[config.mk]
export PLATFORM = sky130hd
export DESIGN_NAME = multicycle_ctrl
export DESIGN_NICKNAME = d
export VERILOG_FILES = /design/src/rtl/ctrl_pkg.sv /design/src/rtl/ctrl_decode.sv /design/src/rtl/multicycle_ctrl.sv
export SDC_FILE = /design/constraint.sdc
export NUM_CORES = 1
export LEC_CHECK = 0
export BUFFER_PORTS_ARGS = -buffer_cell sky130_fd_sc_hd__buf_2
export CORE_MARGIN = 10
export CORE_UTILIZATION = 44
export DETAILED_ROUTE_END_ITERATION = 6
export PLACE_DENSITY_LB_ADDON = 0.05
export SLEW_MARGIN = 15
export SYNTH_ARGS = -nofsm -noshare
export SYNTH_HDL_FRONTEND = slang
export SYNTH_SLANG_ARGS = --single-unit
[constraint.sdc]
create_clock -name clk -period 1.7 [get_ports clk]
set_input_delay 0.255 -clock clk [delete_from_list [all_inputs] [get_ports clk]]
set_output_delay 0.255 -clock clk [all_outputs]
set_load 0.1 [all_outputs]
[src/rtl/ctrl_pkg.sv]
// ctrl_pkg: shared definitions for the multicycle controller.
// Holds the FSM state enum, the instruction-class enum, the RV32I major
// opcodes recognised by the decoder, the operand-B (imme_sel) codes, the
// writeback-source codes and the ALU codes the controller emits directly.
package ctrl_pkg;

  typedef enum logic [2:0] {
    ST_BOOT,
    ST_FETCH,
    ST_DECODE,
    ST_EXEC,
    ST_MEM,
    ST_WB,
    ST_TRAP
  } state_e;

  typedef enum logic [3:0] {
    CLS_R,
    CLS_IALU,
    CLS_LOAD,
    CLS_STORE,
    CLS_BRANCH,
    CLS_JAL,
    CLS_JALR,
    CLS_LUI,
    CLS_AUIPC,
    CLS_NONE
  } iclass_e;

  localparam logic [6:0] OP_R      = 7'b0110011;
  localparam logic [6:0] OP_IMM    = 7'b0010011;
  localparam logic [6:0] OP_LOAD   = 7'b0000011;
  localparam logic [6:0] OP_STORE  = 7'b0100011;
  localparam logic [6:0] OP_BRANCH = 7'b1100011;
  localparam logic [6:0] OP_JAL    = 7'b1101111;
  localparam logic [6:0] OP_JALR   = 7'b1100111;
  localparam logic [6:0] OP_LUI    = 7'b0110111;
  localparam logic [6:0] OP_AUIPC  = 7'b0010111;

  localparam logic [2:0] IMM_RS2 = 3'b000;
  localparam logic [2:0] IMM_I   = 3'b001;
  localparam logic [2:0] IMM_B   = 3'b010;
  localparam logic [2:0] IMM_S   = 3'b011;
  localparam logic [2:0] IMM_U   = 3'b100;
  localparam logic [2:0] IMM_UJ  = 3'b101;

  localparam logic [1:0] WB_ALU = 2'b00;
  localparam logic [1:0] WB_MEM = 2'b01;
  localparam logic [1:0] WB_PC4 = 2'b10;

  localparam logic [3:0] ALU_ADD    = 4'b0000;
  localparam logic [3:0] ALU_PASS_B = 4'b1111;

  localparam logic [31:0] NOP_INSTR = 32'h0000_0013;

endpackage

[src/rtl/ctrl_decode.sv]
// ctrl_decode: purely combinational instruction decoder.
// Ports:
//   ir        in   32  instruction register contents
//   iclass    out       instruction class (CLS_NONE when unsupported)
//   imme_sel  out  3    operand-B select for this instruction
//   alu_ctrl  out  4    ALU operation code for this instruction
//   legal     out  1    opcode is one the controller supports
module ctrl_decode
  import ctrl_pkg::*;
(
  input  logic [31:0] ir,
  output iclass_e     iclass,
  output logic [2:0]  imme_sel,
  output logic [3:0]  alu_ctrl,
  output logic        legal
);

  // Register specifiers and the upper immediate bits never influence control.
  logic unused_ir_bits;
  assign unused_ir_bits = ^{ir[31], ir[29:15], ir[11:7]};

  always_comb begin
    iclass   = CLS_NONE;
    imme_sel = IMM_RS2;
    alu_ctrl = ALU_ADD;
    legal    = 1'b1;
    case (ir[6:0])
      OP_R: begin
        iclass   = CLS_R;
        alu_ctrl = {ir[30], ir[14:12]};
      end
      OP_IMM: begin
        iclass   = CLS_IALU;
        imme_sel = IMM_I;
        // ir[30] is an opcode modifier only for shift-right immediates;
        // for every other funct3 it is just an immediate bit.
        alu_ctrl = {(ir[14:12] == 3'b101) & ir[30], ir[14:12]};
      end
      OP_LOAD: begin
        iclass   = CLS_LOAD;
        imme_sel = IMM_I;
      end
      OP_JALR: begin
        iclass   = CLS_JALR;
        imme_sel = IMM_I;
      end
      OP_STORE: begin
        iclass   = CLS_STORE;
        imme_sel = IMM_S;
      end
      OP_BRANCH: begin
        iclass   = CLS_BRANCH;
        imme_sel = IMM_B;
      end
      OP_LUI: begin
        iclass   = CLS_LUI;
        imme_sel = IMM_U;
        alu_ctrl = ALU_PASS_B;
      end
      OP_AUIPC: begin
        iclass   = CLS_AUIPC;
        imme_sel = IMM_U;
      end
      OP_JAL: begin
        iclass   = CLS_JAL;
        imme_sel = IMM_UJ;
      end
      default: legal = 1'b0;
    endcase
  end

endmodule

[src/rtl/multicycle_ctrl.sv]
// multicycle_ctrl: control FSM for a multicycle RV32I datapath.
// Sequence: BOOT -> FETCH -> DECODE -> EXEC -> [MEM] -> [WB] -> FETCH, with
// unsupported opcodes parking in TRAP until reset.
// Ports:
//   clk, rst             clock, asynchronous active-high reset
//   instr, instr_valid   fetched word and its acknowledge (used only in FETCH)
//   mem_ack              data access complete (used only in MEM)
//   br_taken             branch comparator result (used only in EXEC)
//   fetch_req            instruction request
//   op_a_sel, imme_sel   operand selects; alu_ctrl ALU operation
//   mem_req, mem_we      data-memory request / write enable
//   reg_we, wb_sel       register write enable / writeback source
//   pc_we, pc_sel        PC update strobe / PC source
//   illegal              sticky unsupported-opcode flag
// Handshakes: fetch_req and mem_req are request levels that stay high until
// the matching acknowledge (instr_valid / mem_ack) is seen high on a rising
// edge; the transfer completes on that edge. Acknowledges outside the state
// that issued the request are ignored.
// All outputs come from state_q and ir_q only. The exceptions are pc_sel in
// EXEC (follows br_taken) and pc_we on a store's mem_ack, which must act in
// the same cycle their qualifying input arrives.
module multicycle_ctrl
  import ctrl_pkg::*;
(
  input  logic        clk,
  input  logic        rst,
  input  logic [31:0] instr,
  input  logic        instr_valid,
  input  logic        mem_ack,
  input  logic        br_taken,
  output logic        fetch_req,
  output logic        op_a_sel,
  output logic [2:0]  imme_sel,
  output logic [3:0]  alu_ctrl,
  output logic        mem_req,
  output logic        mem_we,
  output logic        reg_we,
  output logic [1:0]  wb_sel,
  output logic        pc_we,
  output logic        pc_sel,
  output logic        illegal
);

  state_e      state_q, state_d;
  logic [31:0] ir_q, ir_d;
  logic        illegal_q, illegal_d;

  iclass_e     iclass;
  logic [2:0]  dec_imme_sel;
  logic [3:0]  dec_alu_ctrl;
  logic        dec_legal;

  ctrl_decode u_decode (
    .ir       (ir_q),
    .iclass   (iclass),
    .imme_sel (dec_imme_sel),
    .alu_ctrl (dec_alu_ctrl),
    .legal    (dec_legal)
  );

  logic is_store, is_load, is_jump, opa_pc, ops_active;
  assign is_store   = (iclass == CLS_STORE);
  assign is_load    = (iclass == CLS_LOAD);
  assign is_jump    = (iclass == CLS_JAL) || (iclass == CLS_JALR);
  assign opa_pc     = (iclass == CLS_AUIPC) || (iclass == CLS_JAL) ||
                      (iclass == CLS_BRANCH);
  assign ops_active = (state_q == ST_EXEC) || (state_q == ST_MEM) ||
                      (state_q == ST_WB);

  // Next-state logic.
  always_comb begin
    state_d   = state_q;
    ir_d      = ir_q;
    illegal_d = illegal_q;
    case (state_q)
      ST_BOOT:  state_d = ST_FETCH;
      ST_FETCH: begin
        if (instr_valid) begin
          ir_d    = instr;
          state_d = ST_DECODE;
        end
      end
      ST_DECODE: begin
        if (dec_legal) begin
          state_d = ST_EXEC;
        end else begin
          state_d   = ST_TRAP;
          illegal_d = 1'b1;
        end
      end
      ST_EXEC: begin
        if (is_load || is_store)         state_d = ST_MEM;
        else if (iclass == CLS_BRANCH)   state_d = ST_FETCH;
        else                             state_d = ST_WB;
      end
      ST_MEM: begin
        if (mem_ack) state_d = is_store ? ST_FETCH : ST_WB;
      end
      ST_WB:   state_d = ST_FETCH;
      ST_TRAP: state_d = ST_TRAP;
      default: state_d = ST_BOOT;
    endcase
  end

  always_ff @(posedge clk or posedge rst) begin
    if (rst) begin
      state_q   <= ST_BOOT;
      ir_q      <= NOP_INSTR;
      illegal_q <= 1'b0;
    end else begin
      state_q   <= state_d;
      ir_q      <= ir_d;
      illegal_q <= illegal_d;
    end
  end

  // Output decode.
  always_comb begin
    fetch_req = 1'b0;
    op_a_sel  = ops_active & opa_pc;
    imme_sel  = ops_active ? dec_imme_sel : IMM_RS2;
    alu_ctrl  = ops_active ? dec_alu_ctrl : ALU_ADD;
    mem_req   = 1'b0;
    mem_we    = 1'b0;
    reg_we    = 1'b0;
    wb_sel    = WB_ALU;
    pc_we     = 1'b0;
    pc_sel    = 1'b0;
    case (state_q)
      ST_FETCH: fetch_req = 1'b1;
      ST_EXEC: begin
        if (iclass == CLS_BRANCH) begin
          pc_we  = 1'b1;
          pc_sel = br_taken;
        end
      end
      ST_MEM: begin
        mem_req = 1'b1;
        mem_we  = is_store;
        // A store has no writeback, so the PC advances on its acknowledge.
        pc_we   = is_store & mem_ack;
      end
      ST_WB: begin
        reg_we = 1'b1;
        pc_we  = 1'b1;
        pc_sel = is_jump;
        if (is_load)      wb_sel = WB_MEM;
        else if (is_jump) wb_sel = WB_PC4;
      end
      default: ;
    endcase
  end

  assign illegal = illegal_q;

endmodule

; ---- Word level (Yosys, flattened, before mapping)
; Index checks and enable logic that the tools add are counted.
[word_totals]
wordCells = 69
inputBits = 37
regBits = 35
[classes]
mux = 24
n_bitwise = 4
eq_ne = 24
n_reduce_logical = 14
[op_table]
columns = operator, count
row1 = $pmux 4 s9, 1
row2 = $eq 7x6->1 const B, 3
row3 = $eq 7x7->1 const B, 3
row4 = $mux 3, 7
row5 = $pmux 3 s6, 1
row6 = $pmux 3 s5, 1
row7 = $eq 7x5->1 const B, 2
row8 = $eq 3x3->1 const B, 4
row9 = $eq 4x3->1 const B, 3
row10 = $pmux 4 s3, 1
row11 = $reduce_or 9->1, 1
row12 = $eq 4x2->1 const B, 2
row13 = $eq 7x2->1 const B, 1
row14 = $mux 1, 7
row15 = $eq 3x2->1 const B, 2
row16 = $logic_or 1x1->1, 6
row17 = $mux 2, 3
row18 = $reduce_and 2->1, 3
row19 = $eq 4x4->1 const B, 1
row20 = $mux 4, 1
row21 = $ne 2x2->1 const B, 2
row22 = $reduce_or 2->1, 2
row23 = $and 1x1->1, 3
row24 = $eq 3x1->1 const B, 1
row25 = other kinds (5), 5

; ---- Logic depth before layout (Yosys ltp)
[depth]
word_depth = 7
mapped_depth = 6
ltp_nobuf = 4

; ---- Cells and area by module
; Synthesis repeated with hierarchy kept, for this count alone.
[unflattened]
cells_unflattened = 172
area_unflattened_um2 = 2087.0
[by_module_without_submodules]
columns = mod, cells_each, area_each_um2, n_inst, seq_area_each_um2
row1 = multicycle_ctrl, 123, 1775.5, 1, 904.6
row2 = ctrl_decode, 49, 311.5, 1, 0.0

; ---- Worst setup path before layout
; No wires, ideal clock.
[synth_timing]
path_type = reg-to-output
startpoint = register ir_q[0]
endpoint = output mem_we
setup_slack_ns = -2.303
arrival_ns = 3.748
t_required_ns = 1.445
stages_incl_launch_ff = 4
path_buffers = 0
cell_sequence = dfstp_2 -> and4bb_2 -> nand2_1 -> nor4_1
[synth_via]
elab_chain_cells = 4
word_cells_on_any_way = 12
classes_between = 10 x eq/ne / 2 x mux
[synth_lines]
columns = element, line
row1 = start: declaration, multicycle_ctrl.sv:45  ; logic [31:0] ir_q, ir_d;
row2 = start signal: assignment, multicycle_ctrl.sv:112  ; ir_q <= ir_d;
row3 = $eq 7x7->1 (tied with other cells), ctrl_decode.sv:27  ; case (ir[6:0])
row4 = $pmux 4 s9 *, ctrl_decode.sv:27
row5 = $eq 4x2->1 *, multicycle_ctrl.sv:62  ; assign is_store = (iclass == CLS_STORE);
row6 = $mux 1 *, multicycle_ctrl.sv:129  ; case (state_q)
row7 = end: declaration, multicycle_ctrl.sv:36  ; output logic mem_we,
; Every way passes the cells marked *; elsewhere a longest branch is shown, timed or not.

; ---- Final worst setup path
[layout_timing]
startpoint = register ir_q[0]
endpoint = output imme_sel[0]
[layout_via]
elab_chain_cells = 4
word_cells_on_any_way = 12
classes_between = 8 x eq/ne / 2 x mux / 2 x reduce/logical
[layout_lines]
columns = element, line
row1 = $eq 7x5->1 (tied with other cells), ctrl_decode.sv:27
row2 = $reduce_or 3->1 (no line) / $reduce_or 2->1 (equally long branches), --
row3 = $pmux 3 s5 *, ctrl_decode.sv:27
row4 = $mux 3 *, multicycle_ctrl.sv:121  ; imme_sel = ops_active ? dec_imme_sel : IMM_RS2;
row5 = end: declaration, multicycle_ctrl.sv:33  ; output logic [2:0] imme_sel,
; Marks and branches as above.

==> flow_metrics.tcl <==
set metrics [dict create \
    dr.first_iter.drc_count 96 \
    final_common_cell "buf_4" \
    drc 0 \
    p_switching_uw 2190 \
    final_max_slew_viol_count 0 \
    power_frac_comb_pct 75.5 \
    postSynthCellCount 100 \
    required_ns 1.44 \
    violations "setup timing" \
    clock_sinks 15 \
    tns_ns -5.76 \
    path_clk_slew_ns 0.10 \
    cts.root.buffer_cell "clkbuf_4" \
    setup_viol 27 \
    cts_htree_levels 1 \
    gr-total-overflow 0 \
    yosysSeqAreaShare_pct 38.4 \
    multi_input_area_um2 817 \
    swShare_pct 50.5 \
    synth_cell_types 37 \
    worstMarginPinSlew_ns 0.595 \
    finalNonFillerCells 198 \
    synth_edf_count 0 \
    async_flop_share_pct 100 \
    n_fill_cell 48 \
    hp-class "input pin to asynchronous set/reset pin" \
    cap_violations 0 \
    arrival_ns 1.88 \
    routed_wl_um 5370 \
    cts_buffer_depth 2 \
    clk_latency_ns 0.30 \
    path_class "register to output pin" \
    setup_slack_ns -0.430 \
    ant_nets 0 \
    coreArea_um2 2170 \
    placedCellCount 179 \
    outcome "finished with violations" \
    ir_worst_vdd_mv 1.82 \
    max_freq_mhz 469 \
    fin_crit_ns 2.13 \
    relSlewSlack_pct 60.3 \
    grt_use_total_pct 18.3 \
    power_density_nw_per_um2 2090 \
    first_pass_iters 4 \
    synth_fp_nets 137 \
    drive_gt1_share_pct 75.9 \
    end_kind "output pin" \
    final_util_pct 95.4 \
    p_int_uw 2140 \
    numCtsBuffers 3 \
    cp-start-kind "register" \
    antenna_cells 0 \
    gp_congestion 0.834 \
    die_h_um 67.4 \
    synthTopCellsByArea "dfrtp_1 (30%), mux2_4 (9.1%), dfstp_2 (8.0%), mux2_2 (4.6%), nand3b_1 (3.8%)" \
    vias 1262 \
    p_leak_uw 0.000911 \
    avgViaCountPerCell 6.37 \
    seq_area_um2 383 \
    die-width_um 67.4 \
    port_buffers 32 \
    synth_top_cell_area_share_pct 30.4 \
    final_nets 208 \
    finClkSkew_ns 0.00568 \
    finalPower_uw 4330 \
    rsz0062_at_grt "yes" \
    final_cell_mix "buf_4 (27), buf_12 (17), buf_2 (16)" \
    synthFlopType "dfrtp_1" \
    ioPinCount 54 \
    cts_tree "built" \
    grt_pass1_wl_um 6310 \
    grt_pass1_vias 1217 \
    clkPwrFrac_pct 5.1 \
    p_seq_share_pct 19.5 \
    fp-row-count 17 \
    grt_antenna_before_repair 0 \
    grt_max_degree 16 \
    start_util_pct 45.5 \
    synth_area_um2 987 \
    synth_area_leader_cell "dfrtp_1" \
    dp_hpwl_um 2620 \
    ys_warn_count 0 \
    fin_crit_sh_pct 125 \
    dieArea_um2 4540 \
    avgRoutedWirePerCell_um 27.1 \
    postSynthAreaPerCell_um2 9.87 \
    syn2layout_area_growth_pct 110 \
    cp_max_fo 4 \
    hold_violations 0 \
    ys_ff_latch 15 \
]
## cells in the mapped netlist, types with 2 or more instances
master     n
a21oi_1    6
a221oi_1   2
buf_2      3
buf_6      2
clkbuf_1   2
dfrtp_1   12
dfstp_2    3
inv_1      4
mux2_2     4
mux2_4     6
nand2_1    7
nand2b_1   5
nand3_1    2
nand3b_1   5
nor2_1     6
nor3_1     5
nor4_1     2
nor4bb_1   2
o21ai_0    2
o22ai_1    3
## worst max-delay path: stages (launching register included)
cell and delay, ns:
dfstp_2 0.59, and4bb_2 0.33, nand2_4 0.12, a221oi_4 0.31, buf_12 0.21
## worst paths after layout
path	from	to	slack (ns)	cells past startpoint
worst max-delay path	ir_q[0]	imme_sel[0]	-0.43	4
min in group clk	instr[2]	ir_q[2]	0.18	3
worst min register to register	illegal	illegal	0.54	1
max in group asynchronous	rst	state_q[1]	1.26	2
worst min-delay path	rst	ir_q[6]	0.01	2
worst max register to register	state_q[0]	ir_q[6]	-0.09	7
## cell type report
| type | instances | area share, % |
|---|---|---|
| clock buffers | 3 | 1.09 |
| inverters | 5 | 1.15 |
| flip-flops and latches | 15 | 18.5 |
| multi-input cells | 73 | 39.5 |
| well taps | 28 | 1.69 |
| repair buffers | 73 | 37.8 |
| clock inverters | 1 | 0.242 |
## sequential cells by signal, indices dropped and copies added (netlist names)
name / flops
ir_q: 11
state_q: 3
illegal: 1
## logic make-up (layout without fill, tap and decap cells)
group           Yosys count  after routing  synth area share, %
flops                    15             15                 38.4
simple gates             44             44                 28.4
buf+inv                  12             82                 6.72
mux                      10             10                 13.7
compound gates           19             19                 12.8
## what timing repair did
action	4_1_cts	5_1_grt
setup buffers	6	10
hold buffers	0	0
cloned	0	1
setup endpoints to repair	15	26
pin swaps	9	8
gates resized for setup	20	15
## layer usage
metal | part of all wire [%] | GRT usage (%) | wire [um] | vias up
met5 | 0 | 0 | 0 | -
met1 | 34 | 21.1 | 1810 | 591
met4 | 7.1 | 6.92 | 381 | 0
met2 | 47 | 31.4 | 2540 | 121
li1 | - | - | - | 512
met3 | 12 | 4.96 | 632 | 38
## power by group through the flow
stage / combinational, uW / clock [uW] / sequential [uW]
detailed placement: 2490 / 0 / 765
global placement: 2430 / 0 / 748
finish: 3270 / 220 / 843
floorplan: 1630 / 0 / 779
CTS: 2760 / 208 / 777
global route: 3370 / 234 / 858
## through the flow
step | hold WS [ns] | setup WS, ns | instance area, um^2
floorplan | 0.154 | -0.524 | 1190
global placement | 0.314 | -0.100 | 1770
detailed placement | 0.327 | -0.108 | 1770
CTS | 0.00974 | -0.350 | 1930
global route | 0.0319 | -0.480 | 2070
finish | 0.0117 | -0.430 | 2070
No activity file was read; power rests on OpenSTA's default activity.
